==> src/rtl/btn_conditioner.sv <==
// Push-button conditioner: per channel a 2-FF synchroniser, a debounce FSM, a one-cycle
// press strobe and optional auto-repeat while the button is held.
module btn_conditioner #(
  parameter int unsigned            NUM_BTN    = 3,
  parameter int unsigned            DEB_CYCLES = 10,
  parameter int unsigned            REP_DELAY  = 250,
  parameter int unsigned            REP_PERIOD = 50,
  parameter logic [NUM_BTN-1:0]     REP_MASK   = 3'b110
) (
  input  logic               clk_500,
  input  logic               rst,
  input  logic [NUM_BTN-1:0] btn_raw,
  output logic [NUM_BTN-1:0] btn_level,
  output logic [NUM_BTN-1:0] btn_pulse,
  output logic               btn_busy
);

  localparam logic [7:0]  DebMax    = 8'(DEB_CYCLES);
  localparam logic [11:0] RepDelay  = 12'(REP_DELAY);
  localparam logic [11:0] RepPeriod = 12'(REP_PERIOD);

  typedef enum logic [1:0] {
    StIdle,
    StDebPress,
    StHeld,
    StDebRel
  } state_e;

  logic [NUM_BTN-1:0] sync1_q;
  logic [NUM_BTN-1:0] sync2_q;
  logic [NUM_BTN-1:0] busy_vec;

  always_ff @(posedge clk_500) begin
    if (rst) begin
      sync1_q <= '0;
      sync2_q <= '0;
    end else begin
      sync1_q <= btn_raw;
      sync2_q <= sync1_q;
    end
  end

  for (genvar i = 0; i < NUM_BTN; i++) begin : g_chan
    state_e      state_q;
    logic [7:0]  deb_q;
    logic [11:0] rep_q;
    logic        rep_first_q;
    logic        level_q;
    logic        pulse_q;
    logic        s;
    logic [11:0] rep_tgt;
    logic [11:0] rep_nxt;

    always_comb begin
      s       = sync2_q[i];
      rep_tgt = rep_first_q ? RepDelay : RepPeriod;
      rep_nxt = rep_q + 12'd1;
    end

    always_ff @(posedge clk_500) begin
      if (rst) begin
        state_q     <= StIdle;
        deb_q       <= '0;
        rep_q       <= '0;
        rep_first_q <= 1'b0;
        level_q     <= 1'b0;
        pulse_q     <= 1'b0;
      end else begin
        pulse_q <= 1'b0;
        unique case (state_q)
          StIdle: begin
            level_q <= 1'b0;
            if (s) begin
              state_q <= StDebPress;
              deb_q   <= 8'd1;
            end
          end
          StDebPress: begin
            if (!s) begin
              state_q <= StIdle;
              deb_q   <= '0;
            end else if (deb_q < DebMax) begin
              deb_q <= deb_q + 8'd1;
            end else begin
              state_q     <= StHeld;
              level_q     <= 1'b1;
              pulse_q     <= 1'b1;
              rep_q       <= '0;
              rep_first_q <= 1'b1;
            end
          end
          StHeld: begin
            if (!s) begin
              state_q <= StDebRel;
              deb_q   <= 8'd1;
            end else if (REP_MASK[i]) begin
              // A strobe is never issued on the cycle right after another one, so even a
              // one-cycle repeat setting leaves a low cycle between pulses.
              if (rep_nxt >= rep_tgt && !pulse_q) begin
                pulse_q     <= 1'b1;
                rep_q       <= '0;
                rep_first_q <= 1'b0;
              end else begin
                rep_q <= rep_nxt;
              end
            end else begin
              rep_q <= '0;
            end
          end
          StDebRel: begin
            if (s) begin
              state_q <= StHeld;
            end else if (deb_q < DebMax) begin
              deb_q <= deb_q + 8'd1;
            end else begin
              state_q <= StIdle;
              level_q <= 1'b0;
              deb_q   <= '0;
            end
          end
          default: state_q <= StIdle;
        endcase
      end
    end

    assign btn_level[i] = level_q;
    assign btn_pulse[i] = pulse_q;
    assign busy_vec[i]  = (state_q != StIdle);
  end

  assign btn_busy = |busy_vec;

endmodule

==> config.mk <==
export PLATFORM = sky130hd
export DESIGN_NAME = btn_conditioner
export DESIGN_NICKNAME = d
export VERILOG_FILES = /design/src/rtl/btn_conditioner.sv
export SDC_FILE = /design/constraint.sdc
export NUM_CORES = 1
export LEC_CHECK = 0
export ABC_CLOCK_PERIOD_IN_PS = 2500
export CORE_MARGIN = 2
export CORE_UTILIZATION = 55
export CTS_CLUSTER_SIZE = 10
export DETAILED_ROUTE_END_ITERATION = 10
export PLACE_DENSITY = 0.74
export SYNTH_ARGS = -nofsm -noshare
export SYNTH_HDL_FRONTEND = slang
export SYNTH_SLANG_ARGS = --single-unit
==> constraint.sdc <==
create_clock -name clk_500 -period 2.5 [get_ports clk_500]
set_input_delay 0.5 -clock clk_500 [delete_from_list [all_inputs] [get_ports clk_500]]
set_output_delay 0.5 -clock clk_500 [all_outputs]
set_load 0.005 [all_outputs]
# Word level (Yosys, flattened, before mapping)

Cells that the tools add are included.
W data, S select, Z words.

Flip-flop bits (word level): 68
Input bits: 5
Output and inout bits: 7
Word-level logic and storage cells: 186

$add $sub $neg: 5
Magnitude comparators: 5
Eq/ne operators: 40
Muxes and demuxes: 86
Bitwise logic cells: 2
Reduce and logical (&&, ||, !) cells: 30

Operators with widths:

| operator                | count |
|---|---|
| $mux W8                 | 20 |
| $mux W12                | 8 |
| $pmux W8 S4             | 3 |
| $pmux W12 S2            | 2 |
| $ne A2 B2 Y1 const B    | 22 |
| $mux W2                 | 18 |
| $reduce_and A4 Y1       | 8 |
| $ne A3 B3 Y1 const B    | 9 |
| $mux W1                 | 25 |
| $reduce_and A5 Y1       | 5 |
| $add A12 B1 Y12 const B | 2 |
| $add A8 B1 Y8 const B   | 3 |
| $ge A12 B8 Y1           | 2 |
| $lt A8 B4 Y1 const B    | 3 |
| $pmux W2 S4             | 3 |
| $eq A2 B2 Y1 const B    | 6 |
| $reduce_bool A2 Y1      | 5 |
| $pmux W1 S3             | 3 |
| $reduce_bool A3 Y1      | 3 |
| $pmux W1 S2             | 4 |
| $eq A2 B1 Y1 const B    | 3 |
| $logic_not A2 Y1        | 3 |
| $reduce_or A3 Y1        | 2 |
| $logic_and A1 B1 Y1     | 2 |
| 2 further kinds         | 4 |

# Logic depth before layout (Yosys ltp)

Depth after elaboration: 6
Depth in mapped cells: 11
Gate-level depth less buffers: 11

# Worst setup path before layout

Ideal clock, no wire load.

Path type: register to register
Start: register g_chan[2].rep_q[0]
End: register g_chan[2].rep_q[11]
Library setup time: 0.125 ns
Arrival: 2.535 ns
Data required time: 2.375 ns
Slack: -0.160 ns
Cell stages (with the launch flop): 12
Buffers on the path: 0
Period minus slack after synthesis: 2.660 ns
Cells stage by stage: dfxtp_1 ha_1 and3_2 and3_1 xor2_1 ha_1 o211ai_1 a31o_2 a311oi_2 o41ai_4 o21ai_2 nor2_1

Word-level cells in the longest chain between the ends: 6

RTL lines:

| element                | line | text |
|---|---|---|
| from (decl)            | 46   | `logic [11:0] rep_q;` |
| from (signal assigned) | 104  | `rep_q <= rep_nxt;` |
| $add A12 B1 Y12 (*)    | 57   | `rep_nxt = rep_q + 12'd1;` |
| $ge A12 B8 Y1          | 99   | `if (rep_nxt >= rep_tgt && !pulse_q) begin` |
| $logic_and A1 B1 Y1    | 99   |  |
| $mux W12 (*)           | 99   |  |
| $mux W12 (*)           | 93   | `if (!s) begin` |
| $pmux W12 S2 (*)       | 70   | `unique case (state_q)` |

Every way passes the cells marked *; elsewhere a longest branch is shown, timed or not. The select of a mux whose other input is x is not followed.
A chain may end at the register's enable or synchronous reset.

# Final worst setup path

Start: register g_chan[1].rep_q[0]
End: register g_chan[1].rep_q[5]

Word-level cells in the longest chain between the ends: 6

RTL lines:

| element                | line |
|---|---|
| from (decl)            | 46 |
| from (signal assigned) | 104 |
| $add A12 B1 Y12 (*)    | 57 |
| $ge A12 B8 Y1          | 99 |
| $logic_and A1 B1 Y1    | 99 |
| $mux W12 (*)           | 99 |
| $mux W12 (*)           | 93 |
| $pmux W12 S2 (*)       | 70 |

Marks and branches as above.

==> run summary <==
Outcome -> finished with violations
Violations in the final reports -> setup timing
Dpl hpwl -> 5.59 mm
Gpl congestion -> 0.864
Max-cap viol count -> 0
Post-synthesis mux area share -> 1.38%
Tcrit/Tclk final -> 101%
CP endpoint kind -> flip-flop
Pin count of the biggest net entering global routing -> 31
Antenna violations before repair -> 0
Period minus WS final -> 2.51 ns
Asr flop ratio synth -> 0%
Peak VDD IR -> 0.453 mV
Most used DFF post-synth -> dfxtp_1
Peak Freq -> 0.398 GHz
Setup CP Type -> reg -> reg
Worst setup SP type -> flip-flop
Final wirelength -> 8.17 mm
HP Class -> reg -> reg
Count of different cell masters after synthesis -> 63
CORE AREA -> 6420 um^2
Largest stage delay, worst path -> 0.37 ns
Most frequent cell after synthesis -> dfxtp_1
Worst-path clk slew -> 0.07 ns
Hold_sp -> sync1_q[0]
Mapped Avg Cell Area -> 8.35 um^2
Max Slew Vio Count -> 0
Adder-cell share of the synthesized area -> 7.09%
Die ar. -> 7410 um^2
Critical path cell sequence -> ha_4 -> and3_4 -> nand3_4 -> xnor2_2 -> ha_1 -> nand3_1 -> mux2_4 -> a211oi_4 -> o31ai_4 -> buf_12 -> o21ai_4 -> nor3b_2
Fill count -> 534
Drt wl/cell -> 14.4 um
Final setup skew -> 0.00833 ns
Syn_nets -> 470
Area share of and/or/nand/nor cells after synthesis -> 26.7%
CTS H-tree lvls -> 3
Mapped Area -> 3710 um^2
Area growth, synth to finish -> 21.9%
Max_slew headroom -> 62.3%
Worst slew pin tran -> 0.564 ns
Vias per cell -> 5.73
Non-Filler Instances -> 568
Largest family of logic cells by synthesized area -> simple AND/OR/NAND/NOR gates
Post-synth top area cell -> dfxtp_1
R2r startpoint -> g_chan[1].rep_q[0]
Placed Instances -> 549
1st-iter DRT viols -> 180
Syn Inst Count -> 444
Post-synthesis sequential area ratio -> 36.7%
Rows -> 29
PortBufs -> 11
CP max stage cell -> dfxtp_4
CTS tree -> done
Synth area leaders -> dfxtp_1 37%, ha_1 7.1%, nor2_1 6.4%
Critical path buffers and inverters -> 1
Router iterations before antenna repair -> 4
RSZ-0062 raised after global routing -> yes
Vias -> 3257
GRT Total Usage -> 21.8%
Clock sinks -> 68
Synth top cells by count -> 68 x dfxtp_1, 63 x nor2_1, 43 x nand2_1
WP data required -> 2.73 ns
ANT nets after route -> 0
Final nets -> 512
Layout cells sized above 1 -> 20.8%
Xor/xnor cell area share of the yosys netlist -> 6.85%
Clock Latency Late Sink -> 0.34 ns
CTS root buf -> clkbuf_8
Pwr dens -> 468 nW/um^2
Die W -> 86.1 um
Post-synth EDFFs -> 0
Remaining routing DRC violations -> 0
Synth Area in Compound Gates -> 16.7%
Max Root-Sink Buffers -> 2
Final Setup Violations -> 2
Count of final hold-check violations -> 0
I/O pin total -> 12
Final core utilization -> 70.4%
Register bit count reported by yosys -> 68
Starting Density -> 57.7%
Crit-path max FO -> 5
Leakage power -> 1.68 nW
Setup ws final -> -0.0131 ns
Sum of negative setup slack -> -0.0218 ns
WP data arrival -> 2.74 ns
Vias in the first global route -> 3074
First-pass GRT wire length -> 13.0 mm
Delay-heaviest family, CP -> compound AO/OA/AOI/OAI gates
Ys Warns -> 0
CP Launch Point -> g_chan[1].rep_q[0]
Synth top area share -> 36.7%
CTS Buf Count -> 9
DIE HEIGHT -> 86.1 um
Total grt overflow -> 0
# diodes -> 0
==> cell families (layout without fill, tap and decap cells) <==
group | count (synthesis) | in the layout
xor+xnor | 29 | 29
flops | 68 | 68
mux | 5 | 5
fa+ha+maj | 21 | 21
compound gates | 89 | 90
simple gates | 197 | 197
buf+inv | 35 | 81
==> registers in the layout (all words and copies together) (netlist names), named ones only <==
| register | flops |
|---|---|
| g_chan.deb_q | 24 |
| g_chan.level_q | 3 |
| g_chan.pulse_q | 3 |
| g_chan.rep_first_q | 2 |
| g_chan.rep_q | 24 |
| g_chan.state_q | 3 |
| sync1_q | 3 |
| sync2_q | 3 |
==> path summary, 6_finish.rpt <==
path	to	slack, ns	cells after the start
worst max-delay path	g_chan[1].rep_q[5]	-0.01	12
worst min register to register	sync2_q[0]	0.44	1
worst max register to register	g_chan[1].rep_q[5]	-0.01	12
worst min-delay path	sync2_q[0]	0.44	1
==> stage by stage <==
stage          power [W]  setup slack, ns  area (um^2)  hold slack [ns]
6_report         0.00212          -0.0131         4520            0.437
5_1_grt          0.00221           -0.104         4520            0.449
4_1_cts          0.00213           0.0137         4310            0.442
3_5_place_dp     0.00133          -0.0521         4130            0.441
3_3_place_gp     0.00132         -0.00616         4130            0.425
2_1_floorplan    0.00127          0.00155         3760            0.414
==> power breakdown <==
| part | total (W) | switching (W) | internal, W |
|---|---|---|---|
| clock network | 0.000802 | 0.000417 | 0.000385 |
| logic | 0.000197 | 0.000119 | 0.0000784 |
| registers | 0.00112 | 0.0000200 | 0.00110 |
==> per-layer routing <==
metal	vias to the layer above	GRT usage [%]	part of all wire, %
met5	-	0	0
met4	0	7.79	1.1
met3	9	6.26	3.0
met2	35	39.5	53
met1	1566	24.0	43
li1	1647	-	-
==> cells in the final DEF, fill, tap and decap left out, types with 3 or more instances in the layout <==
cell type and count:
nor2_1 60, buf_4 34, nor2_2 3, xnor2_1 11, a31oi_1 13, nand4_1 5
a21oi_1 17, a211oi_1 3, clkdlybuf4s50_1 11, o21ai_0 18, xnor2_2 3, dfxtp_1 61
nand2_1 43, clkbuf_8 10, dfxtp_4 5, and3_4 3, nor4_1 4, a22oi_1 3
mux2i_1 4, o21a_1 3, nand2b_1 3, nand3b_1 4, ha_1 18, nand3_1 20
and3_1 7, buf_6 4, and2_1 4, xor2_1 14, nor2b_1 11, inv_1 14
nand3_4 3, nor3_1 10
==> layout make-up <==
cell class | count | area (um^2) | area share [%]
timing repair buffer | 50 | 430 | 9.52
tap | 77 | 96.3 | 2.13
sequential | 68 | 1380 | 30.6
clock buffer | 12 | 145 | 3.21
inverter | 15 | 56.3 | 1.25
multi-input combinational | 342 | 2380 | 52.8
clock inverter | 4 | 23.8 | 0.526
==> what timing repair did <==
action	CTS	global route
hold buffers	0	0
gates resized for setup	3	35
pin swaps	7	18
setup buffers	0	3
endpoints found under the hold margin	0	0
cloned	0	1
setup endpoints to repair	21	22
(Power assumes the default switching activity.)
